**src/rtl/lc3b_types.sv**
```systemverilog
// Shared LC-3b types for the fetch pipeline: the machine word and fetch FSM states.
`default_nettype none

package lc3b_types;

    typedef logic [15:0] lc3b_word;

    typedef enum logic [1:0] {
        FETCH  = 2'd0,
        SQUASH = 2'd1,
        HOLD   = 2'd2
    } fetch_state_t;

    localparam lc3b_word PC_STEP = 16'd2;

    // Instruction addresses are halfword aligned; bit 0 of any target is dropped.
    function automatic lc3b_word align_pc(input lc3b_word pc);
        return {pc[15:1], 1'b0};
    endfunction

endpackage

`default_nettype wire

```
**src/rtl/fetch_stage_skid.sv**
```systemverilog
// fetch_skid_buffer: output slot plus one-entry skid slot between fetch and decode.
`default_nettype none

module fetch_skid_buffer
    import lc3b_types::*;
(
    input  logic        clk,
    input  logic        reset,
    input  logic        load_i,
    input  logic [15:0] load_inst_i,
    input  logic [15:0] load_pc_i,
    input  logic        flush_i,
    input  logic        id_stall_i,
    output logic        consume_o,
    output logic        slot_free_o,
    output logic        if_valid_o,
    output logic [15:0] if_inst_o,
    output logic [15:0] if_pc_o
);

    logic     out_valid_q;
    lc3b_word out_inst_q;
    lc3b_word out_pc_q;
    logic     skid_valid_q;
    lc3b_word skid_inst_q;
    lc3b_word skid_pc_q;

    assign consume_o   = out_valid_q && !id_stall_i;
    assign slot_free_o = !out_valid_q || consume_o;

    assign if_valid_o = out_valid_q;
    assign if_inst_o  = out_inst_q;
    assign if_pc_o    = out_pc_q;

    always_ff @(posedge clk or posedge reset) begin
        if (reset) begin
            out_valid_q  <= 1'b0;
            out_inst_q   <= '0;
            out_pc_q     <= '0;
            skid_valid_q <= 1'b0;
            skid_inst_q  <= '0;
            skid_pc_q    <= '0;
        end else if (flush_i) begin
            out_valid_q  <= 1'b0;
            skid_valid_q <= 1'b0;
        end else if (load_i) begin
            // The fetch FSM never loads while the skid is occupied.
            if (slot_free_o) begin
                out_valid_q <= 1'b1;
                out_inst_q  <= load_inst_i;
                out_pc_q    <= load_pc_i;
            end else begin
                skid_valid_q <= 1'b1;
                skid_inst_q  <= load_inst_i;
                skid_pc_q    <= load_pc_i;
            end
        end else if (consume_o) begin
            out_valid_q  <= skid_valid_q;
            out_inst_q   <= skid_inst_q;
            out_pc_q     <= skid_pc_q;
            skid_valid_q <= 1'b0;
        end
    end

endmodule

`default_nettype wire

```
**src/rtl/fetch_stage.sv**
```systemverilog
// fetch_stage: LC-3b fetch PC, I-cache handshake, redirect squash and decode hand-off.
// Define FETCH_PERF_CNT_EN to build the fetch/squash performance counters.
`default_nettype none

module fetch_stage
    import lc3b_types::*;
#(
    parameter logic [15:0] RESET_PC = 16'h0000
) (
    input  logic        clk,
    input  logic        reset,
    output logic        icache_read,
    output logic [15:0] icache_address,
    input  logic        icache_resp,
    input  logic [15:0] icache_rdata,
    input  logic        id_stall,
    input  logic        redirect_valid,
    input  logic [15:0] redirect_pc,
    output logic        if_valid,
    output logic [15:0] if_inst,
    output logic [15:0] if_pc,
    output logic [31:0] if_fetch_count,
    output logic [31:0] if_squash_count
);

    fetch_state_t state_q;
    lc3b_word     pc_q;
    lc3b_word     pending_pc_q;

    lc3b_word pc_inc;
    lc3b_word redirect_target;
    logic     load;
    logic     consume;
    logic     slot_free;

    assign pc_inc          = pc_q + PC_STEP;
    assign redirect_target = align_pc(redirect_pc);
    assign load            = (state_q == FETCH) && icache_resp && !redirect_valid;

    assign icache_read    = (state_q != HOLD);
    assign icache_address = pc_q;

    fetch_skid_buffer u_skid (
        .clk         (clk),
        .reset       (reset),
        .load_i      (load),
        .load_inst_i (icache_rdata),
        .load_pc_i   (pc_inc),
        .flush_i     (redirect_valid),
        .id_stall_i  (id_stall),
        .consume_o   (consume),
        .slot_free_o (slot_free),
        .if_valid_o  (if_valid),
        .if_inst_o   (if_inst),
        .if_pc_o     (if_pc)
    );

    always_ff @(posedge clk or posedge reset) begin
        if (reset) begin
            state_q      <= FETCH;
            pc_q         <= RESET_PC;
            pending_pc_q <= RESET_PC;
        end else begin
            case (state_q)
                FETCH: begin
                    if (redirect_valid) begin
                        // Without a response the cache still owns pc_q; park the target.
                        if (icache_resp) begin
                            pc_q <= redirect_target;
                        end else begin
                            pending_pc_q <= redirect_target;
                            state_q      <= SQUASH;
                        end
                    end else if (icache_resp) begin
                        pc_q <= pc_inc;
                        if (!slot_free) begin
                            state_q <= HOLD;
                        end
                    end
                end
                SQUASH: begin
                    if (icache_resp) begin
                        pc_q    <= redirect_valid ? redirect_target : pending_pc_q;
                        state_q <= FETCH;
                    end else if (redirect_valid) begin
                        pending_pc_q <= redirect_target;
                    end
                end
                HOLD: begin
                    if (redirect_valid) begin
                        pc_q    <= redirect_target;
                        state_q <= FETCH;
                    end else if (consume) begin
                        state_q <= FETCH;
                    end
                end
                default: begin
                    state_q <= FETCH;
                end
            endcase
        end
    end

`ifdef FETCH_PERF_CNT_EN
    logic [31:0] fetch_count_q;
    logic [31:0] squash_count_q;
    logic        squash_evt;

    assign squash_evt = icache_resp &&
                        ((state_q == SQUASH) || ((state_q == FETCH) && redirect_valid));

    always_ff @(posedge clk or posedge reset) begin
        if (reset) begin
            fetch_count_q  <= '0;
            squash_count_q <= '0;
        end else begin
            if (load) begin
                fetch_count_q <= fetch_count_q + 32'd1;
            end
            if (squash_evt) begin
                squash_count_q <= squash_count_q + 32'd1;
            end
        end
    end

    assign if_fetch_count  = fetch_count_q;
    assign if_squash_count = squash_count_q;
`else
    assign if_fetch_count  = 32'd0;
    assign if_squash_count = 32'd0;
`endif

endmodule

`default_nettype wire

```
**config.mk**
```make
export PLATFORM = sky130hd
export DESIGN_NAME = fetch_stage
export DESIGN_NICKNAME = d
export VERILOG_FILES = /design/src/rtl/lc3b_types.sv /design/src/rtl/fetch_stage_skid.sv /design/src/rtl/fetch_stage.sv
export SDC_FILE = /design/constraint.sdc
export NUM_CORES = 1
export LEC_CHECK = 0
export ABC_AREA = 0
export CAP_MARGIN = 20
export CORE_ASPECT_RATIO = 0.9
export CORE_MARGIN = 2
export CORE_UTILIZATION = 44
export DETAILED_ROUTE_END_ITERATION = 10
export HOLD_SLACK_MARGIN = 0.06
export PLACE_DENSITY_LB_ADDON = 0.2
export SYNTH_ARGS = -nofsm -noshare
export SYNTH_HDL_FRONTEND = slang
export SYNTH_SLANG_ARGS = --single-unit
```
**constraint.sdc**
```tcl
create_clock -name clk -period 3.28 [get_ports clk]
set_clock_uncertainty 0.05 [all_clocks]
set_input_delay 0.656 -clock clk [delete_from_list [all_inputs] [get_ports clk]]
set_output_delay 0.656 -clock clk [all_outputs]
set_load 0.01 [all_outputs]
```
==> results of run 1 <==
-- cell usage in the layout, fill, tap and decap left out, types with 3 or more instances in the layout --
master	synthesis	final
nor2_1	37	36
nand2_1	61	61
buf_4	69	14
clkbuf_16	0	9
ha_1	5	5
xnor2_1	7	7
conb_1	1	64
mux2i_1	25	25
inv_1	14	13
a22o_1	4	4
a211o_1	3	3
a221oi_1	3	3
and2_1	3	3
nand3_1	9	9
or4_1	5	5
o22ai_1	4	4
clkdlybuf4s50_1	0	85
a2bb2oi_1	3	3
a21boi_0	4	4
mux2_2	35	35
nor2b_1	3	3
a211oi_1	4	4
nand2b_1	5	5
nor3_1	6	6
inv_8	0	3
nor4_1	4	4
o21ai_0	34	34
o21a_1	3	3
o31ai_1	8	8
dfrtp_1	100	100
nand4_1	5	5
a21oi_1	44	44
o221ai_1	4	4
-- per-stage QoR --
step	utilization [%]	cells	hold WS (ps)	setup WS, ps	area, sq um
floorplan	-	638	395	1050	5820
global placement	52.0	798	413	436	6350
detailed placement	52.0	798	419	406	6350
CTS	54.4	814	437	545	6640
global route	54.4	814	467	436	6640
finish	54.4	814	432	543	6640
-- power by group --
part | leakage [nW] | total, W | internal [W] | switching (W)
Sequential | 1.26 | 0.00223 | 0.00178 | 0.000454
Clock | 0.142 | 0.00106 | 0.000555 | 0.000502
Combinational | 1.58 | 0.00259 | 0.00128 | 0.00131
-- critical path, cell delays in order, from the launching register on --
cell and delay (ps):
dfrtp_1 470, inv_1 120, ha_1 310, inv_1 210, clkdlybuf4s50_1 570
-- synthesized netlist by cell type, types with 6 or more instances --
library cell | instances | area [sq um]
nor3_1 | 6 | 30.0
nand3_1 | 9 | 45.0
buf_2 | 7 | 35.0
dfrtp_1 | 100 | 2500
mux2i_1 | 25 | 250
inv_1 | 14 | 52.6
mux2_2 | 35 | 394
clkbuf_1 | 22 | 82.6
a21oi_1 | 44 | 220
buf_4 | 69 | 518
nand2_1 | 61 | 229
nor2_1 | 37 | 139
o31ai_1 | 8 | 60.1
o21ai_0 | 34 | 170
xnor2_1 | 7 | 61.3
-- worst paths after layout --
path,slack [ps],to,cells past startpoint,start
max,540,icache_read,4,state_q[0]
min,430,u_skid.if_pc_o[1],2,u_skid.if_pc_o[1]
max reg2reg,780,icache_address[14],6,state_q[0]
min reg2reg,430,u_skid.if_pc_o[1],2,u_skid.if_pc_o[1]
max in group asynchronous,1990,u_skid.skid_pc_q[11],3,reset
min in group asynchronous,730,u_skid.if_inst_o[11],3,reset
-- cells by family (layout without fill, tap and decap cells) --
group	after synthesis	count (layout)
other	1	64
flip-flops	100	100
multiplexers	60	60
AND/OR/NAND/NOR	153	153
AO/OA/AOI/OAI	133	133
adder cells (fa/ha/maj)	5	5
XOR/XNOR	9	9
buffers and inverters	114	130
-- metal layers --
metal,track usage [%],vias up
li1,-,2046
met1,27.5,2120
met2,31.0,147
met3,4.78,9
met4,4.21,0
met5,0,-
-- state kept, by name (all words and copies together), names as in the netlist --
register and cells:
state_q 2, u_skid.skid_valid_q 1, u_skid.if_valid_o 1, u_skid.skid_inst_q 16, pending_pc_q 16, icache_address 16, u_skid.if_pc_o 16, u_skid.if_inst_o 16
u_skid.skid_pc_q 16
-- area by class of cell --
class	instances	area (sq um)
Fill cell	1093	5580
Multi-Input combinational cell	424	2610
Sequential cell	100	2500
Timing Repair Buffer	100	976
Clock buffer	11	243
Tap cell	160	200
Inverter	14	56.3
Clock inverter	5	50.0
==> out/qor.yml, run 1 <==
dr.pass1.iters: 4
wl_met2_microns: 6040
seq_area_frac_synth_pct: 44.9
synthSimpleGateAreaFrac_pct: 13.3
antenna_found_initial: 0
power_density_mw_per_mm2: 885
drv_cap: 0
critical_path_class: "reg -> out"
synth_top_family_by_area: "compound AO/OA/AOI/OAI gates"
synth_adder_area_share_pct: 1.12
wirelength_microns: 12800
rsz0062_at_grt: "false"
final_max_slew_viol_count: 0
nets: 691
synthMuxAreaShare_pct: 11.6
numCtsBuffers: 9
synth_compound_area_share_pct: 15.0
final_antenna_net_count: 0
syn_inst: 575
ys.warnings.count: 0
synth-xor-area-share_pct: 1.41
post-dp-hpwl_microns: 9140
power.leakage_nw: 2.98
status: "finished, final reports clean"
syn_to_final_growth_pct: 19.1
synth_edf_count: 0
gr-total-overflow: 0
viasPerCell: 5.31
clock-root-buffer: "clkbuf_16"
wl_per_cell_microns: 15.8
met3WireLength_microns: 733
die_h_microns: 111
port_buffers: 85
grt_pass1_wl_microns: 21200
coreArea_sq_mm: 0.0122
end_kind: "output pin"
final-setup-viol-count: 0
arrival_ps: 2030
clock_path_buffers: 2
grt_pass1_vias: 4184
post_cts_buffers: 0
timing.final.hold_violations: 0
min_path_type: "reg -> reg"
clk_pin_slew_worst_paths_ps: 80
htree_levels: 3
cts_tree: "built"
period_minus_slack_ps: 2740
drive_above_1_share_pct: 11.8
vdd_drop_max_mv: 0.409
start_util_pct: 45.6
worstPathRequired_ps: 2570
post-route-period-util_pct: 83.5
max_clock_freq_mhz: 365
rows: 38
drt-met1-wl_microns: 5910
slew_headroom_pct: 59.9
drc: 0
path_max_fanout: 7
syn_area_sq_mm: 0.00558
async_flop_share_pct: 100
postCtsResizedCells: 0
io_pins: 151
grt_max_degree: 101
fp.dieW_microns: 123
tightest_slew_ps: 600
cts.sinks: 100
synth_ff_type: "dfrtp_1"
worstSetupStartpointType: "flop"
clkLatencyLatePin_ps: 350
n_antenna_cell: 0
die-area_sq_mm: 0.0136
drt_first_iter_violations: 229
syn_avg_cell_area_sq_um: 9.70
num_vias: 4322
synth.distinct_cells: 60
place.gp.congestion: 0.860
total_power_w: 0.00588
maxUsedRoutingLayer: "met4"
synth-seq-cells: 100
grt.total_usage_pct: 19.7
setup_tns_ps: 0
cts_hold_buf: 0
Note: power is estimated with default switching activity, not from simulation.
==> inputs of run 2 (changes only) <==
--- a/config.mk
+++ b/config.mk
@@ -9,7 +9,7 @@
 export CAP_MARGIN = 20
 export CORE_ASPECT_RATIO = 0.9
 export CORE_MARGIN = 2
-export CORE_UTILIZATION = 44
+export CORE_UTILIZATION = 49
 export DETAILED_ROUTE_END_ITERATION = 10
 export HOLD_SLACK_MARGIN = 0.06
 export PLACE_DENSITY_LB_ADDON = 0.2
==> constraint.sdc (replaced) <==
create_clock -name clk -period 2.9 [get_ports clk]
set_clock_uncertainty 0.05 [all_clocks]
set_input_delay 0.58 -clock clk [delete_from_list [all_inputs] [get_ports clk]]
set_output_delay 0.58 -clock clk [all_outputs]
set_load 0.01 [all_outputs]
==> run 2 against run 1 <==
  * First-iteration DRC count grew 56%
  * Clock power is 14% higher
  * Register-to-register slack worse by 350 ps
  * Largest cell class unchanged
  * Sequential cell count did not move
  * Setup slack got worse by 270 ps
  * Highest routed layer unchanged
  * Critical path depth is the same
  * Clock-buffer cell count decreased by 2
  * Sequential power increased by 13%
  * Routed wire length rose by 1.5%
  * Sequential share of layout area is 0.27 points lower
  * Final cell count decreased by 0.37%
  * Largest power group unchanged
  * Global-route usage up 2.5 points
==> out/qor.yml, run 2 (synthesis results as in run 1) <==
clkLatencyLatePin_ps: 350  # about the same
wl_per_cell_microns: 16.1  # +1.8%
whs_path_depth: 2  # unchanged
worstRegToRegCells: 7  # +1
clk_pin_slew_worst_paths_ps: 70  # about the same
nets: 696  # +0.72%
vdd_drop_max_mv: 0.436  # +6.5%
place_ws_ps: 245  # -161 ps
arrival_ps: 2000  # -30 ps
cts_tree: "built"
post_cts_buffers: 0  # unchanged
htree_levels: 3  # unchanged
rr_endpoint: "icache_address[15]"
die-area_sq_mm: 0.0122  # -9.9%
grt_pass1_vias: 4194  # +0.24%
cts_hold_buf: 0  # unchanged
power.leakage_nw: 3.01  # +1.1%
cts.sinks: 100  # unchanged
dr.pass1.iters: 5  # +1
grt_pass1_wl_microns: 21200  # about the same
clock-root-buffer: "clkbuf_16"
rows: 36  # -5.3%
wirelength_microns: 13000  # +1.5%
rsz0062_at_grt: "false"
rrSetupSlack_ps: 430  # -350 ps
grt.total_usage_pct: 22.2  # +2.5 points
final-setup-viol-count: 0  # unchanged
setup_slack_ps: 274  # -269 ps
worstPathRequired_ps: 2270  # -300 ps
drt_first_iter_violations: 357  # +56%
min_to: "u_skid.if_pc_o[13]"
end_kind: "output pin"
die_h_microns: 105  # -5.1%
viasPerCell: 5.41  # +1.8%
gr-total-overflow: 0  # unchanged
syn_to_final_growth_pct: 20.0
tightest_slew_ps: 538  # -61.5 ps
min_path_type: "reg -> reg"
worstSetupStartpointType: "flop"
setup_tns_ps: 0  # unchanged
post-route-period-util_pct: 90.6
start_util_pct: 50.9  # +5.3 points
power_density_mw_per_mm2: 1000  # +13%
drive_above_1_share_pct: 12.6  # +0.82 points
final_max_slew_viol_count: 0  # unchanged
path_max_fanout: 7  # unchanged
num_vias: 4384  # +1.4%
io_pins: 151  # unchanged
post-dp-hpwl_microns: 9310  # +1.8%
numCtsBuffers: 9  # unchanged
final_cell_mix: "dfrtp_1 (100), clkdlybuf4s50_1 (85), conb_1 (64)"
antenna_found_initial: 0  # unchanged
critical_path_class: "reg -> out"
final_antenna_net_count: 0  # unchanged
drc: 0  # unchanged
port_buffers: 85  # unchanged
drv_cap: 0  # unchanged
r2r_start: "state_q[0]"
period_minus_slack_ps: 2630
max_clock_freq_mhz: 381
timing.final.hold_violations: 0  # unchanged
clock_path_buffers: 2  # unchanged
n_antenna_cell: 0  # unchanged
min_from: "u_skid.if_pc_o[13]"
fp.dieW_microns: 116  # -5.1%
grt_max_degree: 82  # -19%
status: "finished, final reports clean"
slew_headroom_pct: 64.0  # +4.2 points
coreArea_sq_mm: 0.0109  # -10%
layout_commonest_cell: "dfrtp_1"
place.gp.congestion: 0.844  # -1.8%
postCtsResizedCells: 0  # unchanged
## run 2: worst max-delay path by stage
stage,from,end,slack [ps],depth (start not counted)
2_1_floorplan,state_q[0],icache_address[11],710,8
5_1_grt,state_q[0],icache_read,200,4
4_1_cts,state_q[0],icache_read,290,4
3_3_place_gp,redirect_valid,icache_address[14],270,5
6_report,state_q[0],icache_read,270,4
3_5_place_dp,redirect_valid,icache_address[15],250,6
## run 2: report_power, final
group	switching (W)	internal (W)	leakage [nW]
clock	0.000596	0.000614	0.149
sequential	0.000509	0.00201	1.26
combinational	0.00151	0.00148	1.61
## run 2: worst max-delay path, cell delays in order, from the launching register on
cell             delay [ps]
dfrtp_1                 480
inv_1                   110
ha_1                    320
inv_1                   180
clkdlybuf4s50_1         560
## run 2: area by class of cell
cell class | count | area [sq um]
Clock inverter | 7 | 76.3
Clock buffer | 9 | 225
Fill cell | 969 | 4260
Tap cell | 152 | 190
Multi-Input combinational cell | 424 | 2610
Timing Repair Buffer | 105 | 1030
Sequential cell | 100 | 2500
Inverter | 14 | 56.3
## run 2: through the flow
step                instance area [sq um]  power [W]  hold WS (ps)  util (%)  cells
CTS                                  6690    0.00675           434      61.1    811
finish                               6690    0.00672           429      61.1    811
detailed placement                   6390    0.00551           417      58.4    795
global route                         6690    0.00721           460      61.1    811
global placement                     6390    0.00539           412      58.4    795
floorplan                            5820    0.00433           395         -    638
## run 2: per-layer routing
metal | GRT usage, % | vias up | part of all wire (%)
li1 | - | 2048 | -
met1 | 29.7 | 2119 | 43
met2 | 34.7 | 197 | 47
met3 | 7.02 | 20 | 8.6
met4 | 6.04 | 0 | 1.7
met5 | 0 | - | 0
==> inputs of run 3 (changes only) <==
--- a/config.mk
+++ b/config.mk
@@ -5,10 +5,9 @@
 export SDC_FILE = /design/constraint.sdc
 export NUM_CORES = 1
 export LEC_CHECK = 0
-export ABC_AREA = 0
+export ABC_AREA = 1
 export CAP_MARGIN = 20
 export CORE_ASPECT_RATIO = 0.9
-export CORE_MARGIN = 2
 export CORE_UTILIZATION = 49
 export DETAILED_ROUTE_END_ITERATION = 10
 export HOLD_SLACK_MARGIN = 0.06
==> run 3 against run 2 <==
  * Clock power is 3% lower
  * Sequential cell count stayed put
  * Area after synthesis is 2.4% lower
  * Non-clock buffer count is 11 lower
  * Hold slack worse by 11 ps
  * Register-to-register slack better by 300 ps
  * Critical endpoint unchanged
  * Largest cell class is now registers
  * Largest power group unchanged
==> out/qor.yml, run 3 <==
layout_commonest_cell: "nand2_1"
synth_edf_count: 0  # unchanged
period_minus_slack_ps: 2380  # -242 ps
gr-total-overflow: 0  # unchanged
path_max_fanout: 5  # -2
grt.total_usage_pct: 22.0  # -0.19 points
arrival_ps: 1750  # -250 ps
synth_adder_area_share_pct: 1.15  # +0.028 points
grt_max_degree: 83  # +1.2%
clkLatencyLatePin_ps: 340  # about the same
setup_tns_ps: 0  # unchanged
drv_cap: 0  # unchanged
crit_slowest_cell: "clkdlybuf4s50_1"
drt_first_iter_violations: 343  # -3.9%
start_util_pct: 50.3  # -0.60 points
final_antenna_net_count: 0  # unchanged
io_pins: 151  # unchanged
worstPathRequired_ps: 2270  # about the same
fp.dieW_microns: 113  # -2.9%
hold_slack_ps: 418  # -11.1 ps
wl_per_cell_microns: 13.4  # -17%
place_ws_ps: 417  # +171 ps
power.leakage_nw: 3.09  # +2.6%
power_density_mw_per_mm2: 1000  # about the same
grt_pass1_vias: 4081  # -2.7%
drive_above_1_share_pct: 5.38  # -7.2 points
seq_area_frac_synth_pct: 46.0  # +1.1 points
htree_levels: 3  # unchanged
syn_inst: 705  # +23%
cts_tree: "built"
synth_ff_type: "dfrtp_1"
die-area_sq_mm: 0.0115  # -5.9%
crit_top_cell: "inv_1"
max_clock_freq_mhz: 419  # +10%
port_buffers: 85  # unchanged
vdd_drop_max_mv: 0.434  # -0.28%
yosysTopAreaCellShare_pct: 46.0  # +1.1 points
coreArea_sq_mm: 0.0108  # -1.2%
post-route-period-util_pct: 82.2  # -8.3 points
antenna_found_initial: 0  # unchanged
synth_top_cell_by_area: "dfrtp_1"
cts.sinks: 100  # unchanged
min_path_type: "reg -> reg"
whs_path_depth: 2  # unchanged
timing.final.hold_violations: 0  # unchanged
synth_most_common_cell: "nand2_1"
critPathBufInv: 3  # unchanged
place.gp.congestion: 0.854  # +1.1%
fillerInstances: 974  # +0.52%
synth-seq-cells: 100  # unchanged
tightest_slew_ps: 725  # +187 ps
drc: 0  # unchanged
critPathMaxStageDelay_ps: 560  # about the same
synth_commonest_cells: "nand2_1 (231), dfrtp_1 (100), buf_4 (71)"
syn_avg_cell_area_sq_um: 7.72  # -20%
synthSimpleGateAreaFrac_pct: 24.5  # +11 points
n_antenna_cell: 0  # unchanged
synth_area_leaders: "dfrtp_1 (46%), nand2_1 (16%), buf_4 (9.8%)"
dr.pass1.iters: 7  # +2
viasPerCell: 5.10  # -5.6%
synth_top_family_by_area: "simple AND/OR/NAND/NOR gates"
multi_input_area_sq_mm: 0.00236  # -9.6%
final-setup-viol-count: 0  # unchanged
postCtsResizedCells: 0  # unchanged
post_cts_buffers: 0  # unchanged
wirelength_microns: 12200  # -6.0%
async_flop_share_pct: 100  # unchanged
critical_path_class: "reg -> out"
clock-root-buffer: "clkbuf_16"
status: "finished, final reports clean"
clock_path_buffers: 2  # unchanged
syn_area_sq_mm: 0.00544  # -2.4%
register_area_sq_mm: 0.00250  # unchanged
synth_compound_area_share_pct: 12.4  # -2.6 points
path_delay_family: "buffers and inverters"
numCtsBuffers: 9  # unchanged
worstRegToRegCells: 6  # -1
slew_headroom_pct: 51.7  # -12 points
ys.warnings.count: 0  # unchanged
syn_to_final_growth_pct: 17.7
worst-path-stages: 4  # unchanged
post-dp-hpwl_microns: 8590  # -7.6%
final_max_slew_viol_count: 0  # unchanged
cts_hold_buf: 0  # unchanged
crit_chain: "inv_1 > ha_1 > inv_1 > clkdlybuf4s50_1"
die_h_microns: 102  # -3.1%
final_cell_mix: "nand2_1 (231), dfrtp_1 (100), clkdlybuf4s50_1 (85)"
synthMuxAreaShare_pct: 0  # -12 points
num_vias: 4663  # +6.4%
end_kind: "output pin"
nets: 818  # +18%
grt_pass1_wl_microns: 20200  # -5.1%
rsz0062_at_grt: "false"
synth.distinct_cells: 30  # -50%
setup_slack_ps: 515  # +242 ps
synth-xor-area-share_pct: 0.966  # -0.45 points
clk_pin_slew_worst_paths_ps: 80  # about the same
rows: 36  # unchanged
worstSetupStartpointType: "flop"
==> run 3: worst register-to-register path: stages, from the launching register on <==
cell and delay [ps]:
dfrtp_1 380, inv_1 100, ha_1 770, inv_1 210, nor2_1 260, nand2_1 90, a41oi_1 220
==> run 3: layer usage <==
metal	vias up	GRT usage, %	part of all wire, %
met2	177	36.2	47
met4	0	6.68	1.2
met3	13	3.68	5.7
met1	2186	30.1	46
met5	-	0	0
li1	2287	-	-
==> run 3: report_power, final <==
group	internal, W	switching, W
logic	0.00123	0.00154
clock network	0.000605	0.000566
registers	0.00202	0.000462
total	0.00385	0.00257
==> run 3: final timing paths <==
kind | startpoint | endpoint | slack [ps]
max | state_q[0] | icache_read | 520
max reg2reg | state_q[0] | icache_address[2] | 730
min reg2reg | u_skid.skid_inst_q[10] | u_skid.skid_inst_q[10] | 420
min | u_skid.skid_inst_q[10] | u_skid.skid_inst_q[10] | 420
min in group asynchronous | reset | pending_pc_q[6] | 550
max in group asynchronous | reset | u_skid.if_pc_o[12] | 1520
==> run 3: cell families after synthesis <==
kind of cell / after synthesis
AOI/OAI and AO/OA: 127
xor gates and xnor gates: 6
adders and majority gates: 5
buffers and inverters: 135
DFF: 100
other: 1
and+or+nand+nor: 331
==> run 3: stage by stage <==
step / util, % / cell area, sq um / power (W) / std cells
floorplan: - / 5680 / 0.00420 / 768
global placement: 56.5 / 6110 / 0.00518 / 898
detailed placement: 56.5 / 6110 / 0.00527 / 898
CTS: 59.2 / 6400 / 0.00645 / 914
global route: 59.2 / 6400 / 0.00693 / 914
finish: 59.2 / 6400 / 0.00642 / 914
==> run 3: cell type report <==
class / instances / area share [%]
inverter: 38 / 2.29
tap: 133 / 2.60
sequential: 100 / 39.1
timing repair buffer: 94 / 14.5
multi-input combinational: 533 / 36.9
clock inverter: 7 / 1.06
clock buffer: 9 / 3.52
